### src/rtl/uart_rx_ctrl_pkg.sv
// Shared UART receive definitions: frame geometry, baud constant, sequencer state encoding.
// Latency: n/a (types and constants only).
// Backpressure: n/a.
package uart_rx_ctrl_pkg;

  // 50 MHz system clock at 115200 baud
  localparam int BPS_CNT_115200 = 434;
  localparam int DATA_BITS      = 8;

  typedef enum logic [1:0] {
    ST_IDLE  = 2'd0,
    ST_START = 2'd1,
    ST_DATA  = 2'd2,
    ST_STOP  = 2'd3
  } rx_state_e;

endpackage

### src/rtl/uart_rx_ctrl_if.sv
// Receiver-side bundle between the line/baud generator and the UART receive sequencer.
// Latency: n/a (wires only).
// Backpressure: none; rx_done is a single-cycle strobe with data held until the next one.
interface uart_rx_ctrl_if
  import uart_rx_ctrl_pkg::*;
#(
  parameter int DW = DATA_BITS
);

  logic          rx_pin;
  logic          rx_en;
  logic          clk_bps;
  logic          count_sig;
  logic [DW-1:0] rx_data;
  logic          rx_done;
  logic          frame_err;
  logic          stall_err;
  logic          busy;

  // Receiver sees the line and baud tick, drives the run request and results
  modport slave (
    input  rx_pin, rx_en, clk_bps,
    output count_sig, rx_data, rx_done, frame_err, stall_err, busy
  );

  // Environment side: drives the line and tick, observes the receiver
  modport master (
    output rx_pin, rx_en, clk_bps,
    input  count_sig, rx_data, rx_done, frame_err, stall_err, busy
  );

endinterface

### src/rtl/uart_rx_ctrl_rx_sync_edge.sv
// Two-flop synchroniser for the async rx line plus a history flop for falling-edge detection.
// Latency: pin change visible on sync_o after 2 clocks; fall_o valid alongside it.
// Backpressure: none; flops reset to 1 so an idle-high line never looks like an edge.
module uart_rx_ctrl_rx_sync_edge (
  input  logic clk_i,
  input  logic rst_n_i,
  input  logic pin_i,
  output logic sync_o,
  output logic fall_o
);

  logic meta_q;
  logic sync_q;
  logic prev_q;

  // Synchronise the pin and keep one cycle of history for edge detection
  always_ff @(posedge clk_i) begin
    if (!rst_n_i) begin
      meta_q <= 1'b1;
      sync_q <= 1'b1;
      prev_q <= 1'b1;
    end else begin
      meta_q <= pin_i;
      sync_q <= meta_q;
      prev_q <= sync_q;
    end
  end

  assign sync_o = sync_q;
  assign fall_o = prev_q & ~sync_q;

endmodule

### src/rtl/uart_rx_ctrl.sv
// UART 8N1 receive sequencer: start detect, mid-bit sampling on clk_bps, byte + status out.
// Latency: START 3 clocks after pin falls; rx_done one clock after the stop-bit tick.
// Backpressure: none; rx_data held until next rx_done, rx_en=0 aborts the frame in one clock.
module uart_rx_ctrl
  import uart_rx_ctrl_pkg::*;
#(
  parameter int BPS_CNT   = BPS_CNT_115200,
  parameter int DATA_BITS = uart_rx_ctrl_pkg::DATA_BITS,
  parameter int WDOG_MULT = 2
) (
  input  logic           sysclk,
  input  logic           rst_n,
  uart_rx_ctrl_if.slave  rx_if
);

  // Watchdog limit in sysclk cycles without a tick while a frame is in flight
  localparam int WDOG_LIM = WDOG_MULT * BPS_CNT;
  localparam int WDW      = $clog2(WDOG_LIM + 1);
  localparam int IDXW     = (DATA_BITS > 1) ? $clog2(DATA_BITS) : 1;

  localparam logic [IDXW-1:0] LAST_IDX  = IDXW'(DATA_BITS - 1);
  localparam logic [WDW-1:0]  WDOG_MAX  = WDW'(WDOG_LIM);
  localparam logic [WDW-1:0]  WDOG_FIRE = WDW'(WDOG_LIM - 1);

  logic                 sync;
  logic                 fall;
  rx_state_e            state_q;
  logic [IDXW-1:0]      bit_idx_q;
  logic [DATA_BITS-1:0] shreg_q;
  logic [DATA_BITS-1:0] rx_data_q;
  logic [WDW-1:0]       wdog_q;
  logic                 run_q;
  logic                 rx_done_q;
  logic                 frame_err_q;
  logic                 stall_err_q;
  logic                 wdog_hit;
  logic                 abort;

  uart_rx_ctrl_rx_sync_edge u_sync (
    .clk_i   (sysclk),
    .rst_n_i (rst_n),
    .pin_i   (rx_if.rx_pin),
    .sync_o  (sync),
    .fall_o  (fall)
  );

  // A tick on this cycle always beats the watchdog; it fires as the count would reach the limit
  assign wdog_hit = (state_q != ST_IDLE) && !rx_if.clk_bps && (wdog_q >= WDOG_FIRE);
  assign abort    = (state_q != ST_IDLE) && !rx_if.rx_en;

  // Frame sequencer: state, bit index, shift register, watchdog and registered outputs
  always_ff @(posedge sysclk) begin
    if (!rst_n) begin
      state_q     <= ST_IDLE;
      bit_idx_q   <= '0;
      shreg_q     <= '0;
      rx_data_q   <= '0;
      wdog_q      <= '0;
      run_q       <= 1'b0;
      rx_done_q   <= 1'b0;
      frame_err_q <= 1'b0;
      stall_err_q <= 1'b0;
    end else begin
      rx_done_q <= 1'b0;

      if (state_q == ST_IDLE || rx_if.clk_bps) begin
        wdog_q <= '0;
      end else if (wdog_q != WDOG_MAX) begin
        wdog_q <= wdog_q + 1'b1;
      end

      if (abort) begin
        // Disarm mid-frame: drop the frame silently, leave the flags as they were
        state_q <= ST_IDLE;
        run_q   <= 1'b0;
      end else if (wdog_hit) begin
        state_q     <= ST_IDLE;
        run_q       <= 1'b0;
        stall_err_q <= 1'b1;
      end else begin
        unique case (state_q)
          ST_IDLE: begin
            if (fall && rx_if.rx_en) begin
              state_q   <= ST_START;
              run_q     <= 1'b1;
              bit_idx_q <= '0;
            end
          end
          ST_START: begin
            if (rx_if.clk_bps) begin
              if (sync) begin
                // Line back high at mid start bit: glitch, not a frame
                state_q <= ST_IDLE;
                run_q   <= 1'b0;
              end else begin
                state_q <= ST_DATA;
              end
            end
          end
          ST_DATA: begin
            if (rx_if.clk_bps) begin
              shreg_q   <= {sync, shreg_q[DATA_BITS-1:1]};
              bit_idx_q <= bit_idx_q + 1'b1;
              if (bit_idx_q == LAST_IDX) begin
                state_q <= ST_STOP;
              end
            end
          end
          ST_STOP: begin
            if (rx_if.clk_bps) begin
              // Byte is delivered even with a bad stop bit; frame_err tells the consumer
              rx_data_q   <= shreg_q;
              frame_err_q <= ~sync;
              stall_err_q <= 1'b0;
              rx_done_q   <= 1'b1;
              state_q     <= ST_IDLE;
              run_q       <= 1'b0;
            end
          end
          default: begin
            state_q <= ST_IDLE;
            run_q   <= 1'b0;
          end
        endcase
      end
    end
  end

  assign rx_if.count_sig = run_q;
  assign rx_if.busy      = run_q;
  assign rx_if.rx_data   = rx_data_q;
  assign rx_if.rx_done   = rx_done_q;
  assign rx_if.frame_err = frame_err_q;
  assign rx_if.stall_err = stall_err_q;

endmodule
### src/flat_wrapper.sv
// flat-port wrapper written by rule: the top's interface ports become plain ports
module uart_rx_ctrl_flat import uart_rx_ctrl_pkg::*;
#(
  parameter int BPS_CNT   = BPS_CNT_115200,
  parameter int DATA_BITS = uart_rx_ctrl_pkg::DATA_BITS,
  parameter int WDOG_MULT = 2
)
  (sysclk, rst_n, rx_if_rx_pin, rx_if_rx_en, rx_if_clk_bps, rx_if_count_sig, rx_if_rx_data, rx_if_rx_done, rx_if_frame_err, rx_if_stall_err, rx_if_busy);
  uart_rx_ctrl_if rx_if_i ();
  input  logic sysclk;
  input  logic rst_n;
  input wire logic [$bits(rx_if_i.rx_pin)-1:0] rx_if_rx_pin;
  input wire logic [$bits(rx_if_i.rx_en)-1:0] rx_if_rx_en;
  input wire logic [$bits(rx_if_i.clk_bps)-1:0] rx_if_clk_bps;
  output wire logic [$bits(rx_if_i.count_sig)-1:0] rx_if_count_sig;
  output wire logic [$bits(rx_if_i.rx_data)-1:0] rx_if_rx_data;
  output wire logic [$bits(rx_if_i.rx_done)-1:0] rx_if_rx_done;
  output wire logic [$bits(rx_if_i.frame_err)-1:0] rx_if_frame_err;
  output wire logic [$bits(rx_if_i.stall_err)-1:0] rx_if_stall_err;
  output wire logic [$bits(rx_if_i.busy)-1:0] rx_if_busy;
  assign rx_if_i.rx_pin = rx_if_rx_pin;
  assign rx_if_i.rx_en = rx_if_rx_en;
  assign rx_if_i.clk_bps = rx_if_clk_bps;
  assign rx_if_count_sig = rx_if_i.count_sig;
  assign rx_if_rx_data = rx_if_i.rx_data;
  assign rx_if_rx_done = rx_if_i.rx_done;
  assign rx_if_frame_err = rx_if_i.frame_err;
  assign rx_if_stall_err = rx_if_i.stall_err;
  assign rx_if_busy = rx_if_i.busy;
  uart_rx_ctrl #(.BPS_CNT(BPS_CNT), .DATA_BITS(DATA_BITS), .WDOG_MULT(WDOG_MULT)) u_core (.sysclk(sysclk), .rst_n(rst_n), .rx_if(rx_if_i));
endmodule
### config.mk
export PLATFORM = sky130hd
export DESIGN_NAME = uart_rx_ctrl_flat
export DESIGN_NICKNAME = d
export VERILOG_FILES = /design/src/rtl/uart_rx_ctrl_pkg.sv /design/src/rtl/uart_rx_ctrl_if.sv /design/src/rtl/uart_rx_ctrl_rx_sync_edge.sv /design/src/rtl/uart_rx_ctrl.sv /design/src/flat_wrapper.sv
export SDC_FILE = /design/constraint.sdc
export NUM_CORES = 1
export LEC_CHECK = 0
export CORE_UTILIZATION = 55
export CTS_CLUSTER_SIZE = 30
export DETAILED_ROUTE_END_ITERATION = 16
export DONT_BUFFER_PORTS = 1
export PLACE_DENSITY_LB_ADDON = 0.3
export SLEW_MARGIN = 20
export SYNTH_ARGS = -nofsm -noshare
export SYNTH_HDL_FRONTEND = slang
export SYNTH_SLANG_ARGS = --single-unit
export TNS_END_PERCENT = 1
### constraint.sdc
create_clock -name sysclk -period 1.45 [get_ports sysclk]
set_input_delay 0.0725 -clock sysclk [delete_from_list [all_inputs] [get_ports sysclk]]
set_output_delay 0.0725 -clock sysclk [all_outputs]
set_load 0.1 [all_outputs]
; ---- Word level (Yosys, flattened, before mapping)
; Index checks and enable logic that the tools add are counted.
[word_totals]
ram_bits = 0
mem_bits_ro = 0
n_memories = 0
register_bits = 38
latch_bits = 0
elab_cells = 72
[classes]
n_eq_ne = 11
addsub = 2
bitwise = 6
n_shift = 0
div = 0
muxes = 18
reduce_logical = 22
mul = 0
order_cmp = 1
[ops]
columns = cell, count
row1 = $reduce_and 5->1, 3
row2 = $mux 2, 6
row3 = $add 10x1->10 const B, 1
row4 = $ge 10x10->1 const B, 1
row5 = $ne 10x10->1 const B, 1
row6 = $ne 2x2->1 const B, 5
row7 = $pmux 2 s4, 1
row8 = $reduce_and 4->1, 2
row9 = $reduce_bool 2->1, 4
row10 = $mux 1, 7
row11 = $mux 3, 2
row12 = $pmux 3 s2, 1
row13 = $not 1->1, 5
row14 = $eq 2x2->1 const B, 2
row15 = $logic_and 1x1->1, 4
row16 = $reduce_or 4->1, 1
row17 = $add 3x1->3 const B, 1
row18 = $eq 3x3->1 const B, 1
row19 = $pmux 1 s3, 1
row20 = $reduce_and 3->1, 1
row21 = $reduce_bool 3->1, 1
row22 = $reduce_or 3->1, 1
row23 = $eq 2x1->1 const B, 1
row24 = $logic_not 1->1, 2
row25 = other kinds (5), 5

; ---- Longest topological paths before layout
[depth]
depth_word = 5
mapped_depth = 5
depth_no_buf = 5

; ---- Modules after synthesis
; Synthesis repeated with hierarchy kept, for this count alone.
[unflattened]
cells_unflattened = 189
hier_area_um2 = 1716.6
[modules_own_cells]
columns = mod, seq_area_each_um2, area_each_um2, instances, cells_per_inst
row1 = uart_rx_ctrl, 700.7, 1631.6, 1, 182
row2 = uart_rx_ctrl_rx_sync_edge, 60.1, 85.1, 1, 7

; ---- Worst setup path after synthesis
; Ideal clock, no wire load.
[synth_timing]
path_kind = reg-to-reg
start = register, netlist name u_core.rx_if.busy
end = register u_core.run_q (netlist: u_core.rx_if.busy)
arrival_ns = 1.420
synth_period_minus_slack_ns = 1.506
setup_ns = 0.086
path_stages_with_launch = 4
path_buffers = 0
setup_slack_ns = -0.056
cell_sequence = dfxtp_1 > nand2b_1 > o221ai_1 > a211oi_1
[synth_lines]
columns = element, line_no
row1 = "end signal, assigned", uart_rx_ctrl.sv:59  ; run_q <= 1'b0;
row2 = "end signal, assigned", uart_rx_ctrl.sv:75  ; run_q <= 1'b0;
row3 = "end signal, assigned", uart_rx_ctrl.sv:78  ; run_q <= 1'b0;
row4 = "end, declared", uart_rx_ctrl.sv:32  ; logic run_q;

; ---- Worst setup path in the final report
[layout_timing]
start = register u_core.wdog_q[7]
end = register u_core.wdog_q[2]
[layout_between]
elab_chain_len = 1
[layout_rtl]
columns = element, line_no
row1 = "start, declared", uart_rx_ctrl.sv:31  ; logic [WDW-1:0] wdog_q;
row2 = "start signal, assigned", uart_rx_ctrl.sv:69  ; wdog_q <= wdog_q + 1'b1;
row3 = $ne 10x10->1, uart_rx_ctrl.sv:68  ; end else if (wdog_q != WDOG_MAX) begin
; Every way passes these cells.
; A chain may end at the register's enable or synchronous reset.

==> summary.txt <==
Worst setup path
  – Worst reg-to-reg setup slack: 0.05 ns
  – Critical path required time: 1.72 ns
  – Slowest cell on crit path: or3_4
  – Delay-heaviest family, CP: compound AO/OA/AOI/OAI gates
  – Worst-path fanout max: 7
  – WP buf/inv: 0
  – Startpoint types: flop
  – Reg-to-Reg Start: u_core.wdog_q[7]$_SDFFE_PP0P_
  – Critical-path cell list: or3_4, o31a_1, a211oi_1
  – R2r endpoint: u_core.wdog_q[2]$_SDFFE_PP0P_
  – Crit path arrival time: 1.67 ns
  – Cells on worst reg2reg path: 3
  – Largest stage delay on the critical path: 0.42 ns
  – Crit end category: flop
  – Worst Path Class, Setup: flop to flop

Drt
  – Routed len/inst: 13.96 um
  – # DRC: 2
  – Post-route ant nets: 0
  – Detailed Route WL: 3476 um
  – DR vias/cell: 5.727
  – Pre-antenna DRT Iters: 10
  – Via Count: 1426
  – Iter 0 DRT Violations: 52

Hold path
  – Hold Crit Class: input pin to flop
  – Hold Crit Depth: 3
  – Hold Crit Start: rst_n
  – Worst Hold Endpoint: u_core.rx_if.stall_err$_SDFFE_PN0P_

Timing
  – Worst Hold Slack: 0.09476 ns
  – F_max: 0.7122 GHz
  – Clk_skew: 0.004564 ns
  – Final setup vio count: 0
  – Final hold violations: 0
  – Shortest period the worst path allows: 1.404 ns
  – Max-slew violations: 0
  – Tcrit/Tclk final: 96.83%
  – Worst rel slew slack: 50.61%
  – Worst slew pin tran: 0.7409 ns
  – RSZ-0062 raised after global routing: true

CTS
  – H-tree depth: 2
  – # clock sinks: 38
  – Max Root-Sink Buffers: 2
  – Worst-path clk slew: 0.11 ns
  – Clk_lat worst skew: 0.34 ns
  – CTS Root Cell: clkbuf_4
  – CTS Buf Count: 5
  – TritonCTS clock tree: yes

Layout
  – Register Area: 772.0 um2
  – Inserted Diodes: 0
  – Fillers: 223
  – Share of layout cells above drive strength 1: 18.81%
  – Finished Core Util: 70.37%
  – Final Net Count: 226
  – Area delta synth->final: 18.55%
  – Area of the multi-input gates: 859.6 um2
  – Post-route non-filler standard cell count: 249

Yosys
  – Cell count after synthesis: 193
  – Yosys cell types: 41
  – Synth Cell Area: 1679 um2
  – Asr flop ratio synth: 0%
  – Seq cells post-synth: 38
  – Synth Flop Type: dfxtp_1
  – Syn_nets: 202
  – Post-synthesis sequential area ratio: 45.31%
  – Post-synth EDFFs: 0
  – Synth warnings: 0
  – Syn avg cell area: 8.700 um2

Global route
  – Largest net degree at the start of global routing: 28
  – Total gr overflow: 0
  – Total Routing Usage GR: 23.20%
  – Initial antenna violation count: 0
  – First-pass GRT wire length: 5789 um
  – Vias in the first global route: 1349

Placement
  – Buffers on Ports: 0
  – DP Wirelength: 2343 um
  – GPL Wtd Cong: 0.8223
  – Cells after DPL: 234

Floorplanning
  – Die Width: 57.26 um
  – Core area: 2829 um2
  – Die Y-Extent: 57.26 um
  – # IOs: 18
  – FP Rows: 19
  – Initial Utilization: 59.35%
  – Die ar.: 3278 um2

Power
  – Switching part of the total: 21.17%
  – Sw Pwr: 0.3789 mW
  – Reg power frac: 58.6%
  – Power per Cell Area: 899.4 nW/um2
  – Pint: 1.411 mW
  – Power share of the combinational group: 4.1%
  – Worst vdd ir: 0.6524 mV
  – Total Power: 1.790 mW
  – Clock network power share: 37.2%
  – Leakage: 0.7031 nW

Status
  – Failing checks: DRC
  – Status: finished with violations

Run
  – Number of max-cap violations: 0
==> cells in the final DEF (no fill, tap or decap), types with 3 or more instances in the layout <==
master	instances
ha_1	3
o31ai_1	4
nand3_1	5
o21ai_0	4
a211oi_1	4
clkbuf_4	5
dlygate4sd3_1	6
nand4_1	5
nor2_1	4
nand2_1	44
a21boi_0	17
dfxtp_1	33
a21oi_1	8
nor3_1	5
clkbuf_8	3
dfxtp_2	3
nand2b_1	6
mux2i_1	4
inv_1	3
buf_4	21
==> state kept, by name, indices dropped and copies added, names as in the netlist, 3 cells and up, named ones only <==
name,cells
u_core.wdog_q,10
u_core.rx_if.rx_data,8
u_core.shreg_q,8
u_core.bit_idx_q,3
==> worst max-delay path by stage <==
stage                                  startpoint                       endpoint  slack (ns)  depth (start not counted)
finish              u_core.wdog_q[7]$_SDFFE_PP0P_  u_core.wdog_q[2]$_SDFFE_PP0P_        0.05                          3
global route        u_core.wdog_q[7]$_SDFFE_PP0P_  u_core.wdog_q[2]$_SDFFE_PP0P_       -0.01                          3
CTS                 u_core.wdog_q[1]$_SDFFE_PP0P_  u_core.wdog_q[6]$_SDFFE_PP0P_       0.001                          5
detailed placement  u_core.wdog_q[1]$_SDFFE_PP0P_  u_core.wdog_q[6]$_SDFFE_PP0P_        0.02                          5
global placement    u_core.wdog_q[0]$_SDFFE_PP0P_  u_core.wdog_q[8]$_SDFFE_PP0P_        0.09                          4
floorplan           u_core.wdog_q[0]$_SDFFE_PP0P_  u_core.wdog_q[8]$_SDFFE_PP0P_        0.05                          4
==> what timing repair did <==
item | CTS | global route
setup endpoints to repair | 0 | 11
hold endpoints to repair | 28 | 8
hold buffers | 6 | 1
gates resized for setup | 0 | 9
buffers inserted | 0 | 0
==> stage by stage <==
step           setup WS [ns]  setup TNS, ns  cell area, um2
2_1_floorplan        0.04874              0            1680
3_3_place_gp         0.08803              0            1824
3_5_place_dp         0.02096              0            1824
4_1_cts             0.001228              0            1963
5_1_grt            -0.009832       -0.01453            1991
6_report             0.04594              0            1991
==> cell families after synthesis <==
| kind of cell | after synthesis | synth area share [%] |
|---|---|---|
| flip-flops | 38 | 45.31 |
| adder cells (fa/ha/maj) | 4 | 2.981 |
| multiplexers | 4 | 2.385 |
| AO/OA/AOI/OAI | 43 | 17.66 |
| XOR/XNOR | 2 | 1.043 |
| buffers and inverters | 14 | 3.800 |
| AND/OR/NAND/NOR | 88 | 26.83 |
==> cells in the mapped netlist, types with 2 or more instances <==
cell,number,area [um2]
a21oi_1,8,40.04
or4_1,2,15.01
clkbuf_1,6,22.52
o31ai_1,4,30.03
ha_1,4,50.05
o21ai_0,4,20.02
nor2_1,4,15.01
buf_2,3,15.01
nand2_1,44,165.2
or3_1,2,12.51
nand3_1,5,25.02
nor3_1,5,25.02
inv_1,3,11.26
nand2b_1,6,37.54
buf_4,2,15.01
a211oi_1,4,30.03
nand4_1,5,31.28
dfxtp_1,38,760.7
a21boi_0,17,127.6
and2_1,2,12.51
and4_1,2,17.52
mux2i_1,4,40.04
==> worst register-to-register path, delay by kind of cell, from the launching register on <==
family | cells | cell delay [ns]
AND/OR/NAND/NOR | 1 | 0.42
AO/OA/AOI/OAI | 2 | 0.53
flip-flops | 1 | 0.37
==> power by group through the flow <==
stage               clock (mW)  sequential [mW]  combinational (mW)
global route             0.726             1.05              0.0784
global placement             0             1.08              0.0478
floorplan                    0             1.08              0.0482
CTS                      0.680             1.05              0.0695
finish                   0.667             1.05              0.0739
detailed placement           0             1.08              0.0494
==> layout make-up <==
cell class,instances,share of cell area (%)
Sequential cell,38,38.78
Timing Repair Buffer,28,11.57
Inverter,3,0.5657
Multi-Input combinational cell,141,43.18
Tap cell,31,1.948
Clock buffer,8,3.960
==> routing by layer <==
layer	track usage [%]	share of wire (%)
met1	28.59	43
met2	38.99	50
met3	7.029	5.2
met4	7.317	1.3
met5	0	0
(Power assumes the default switching activity.)
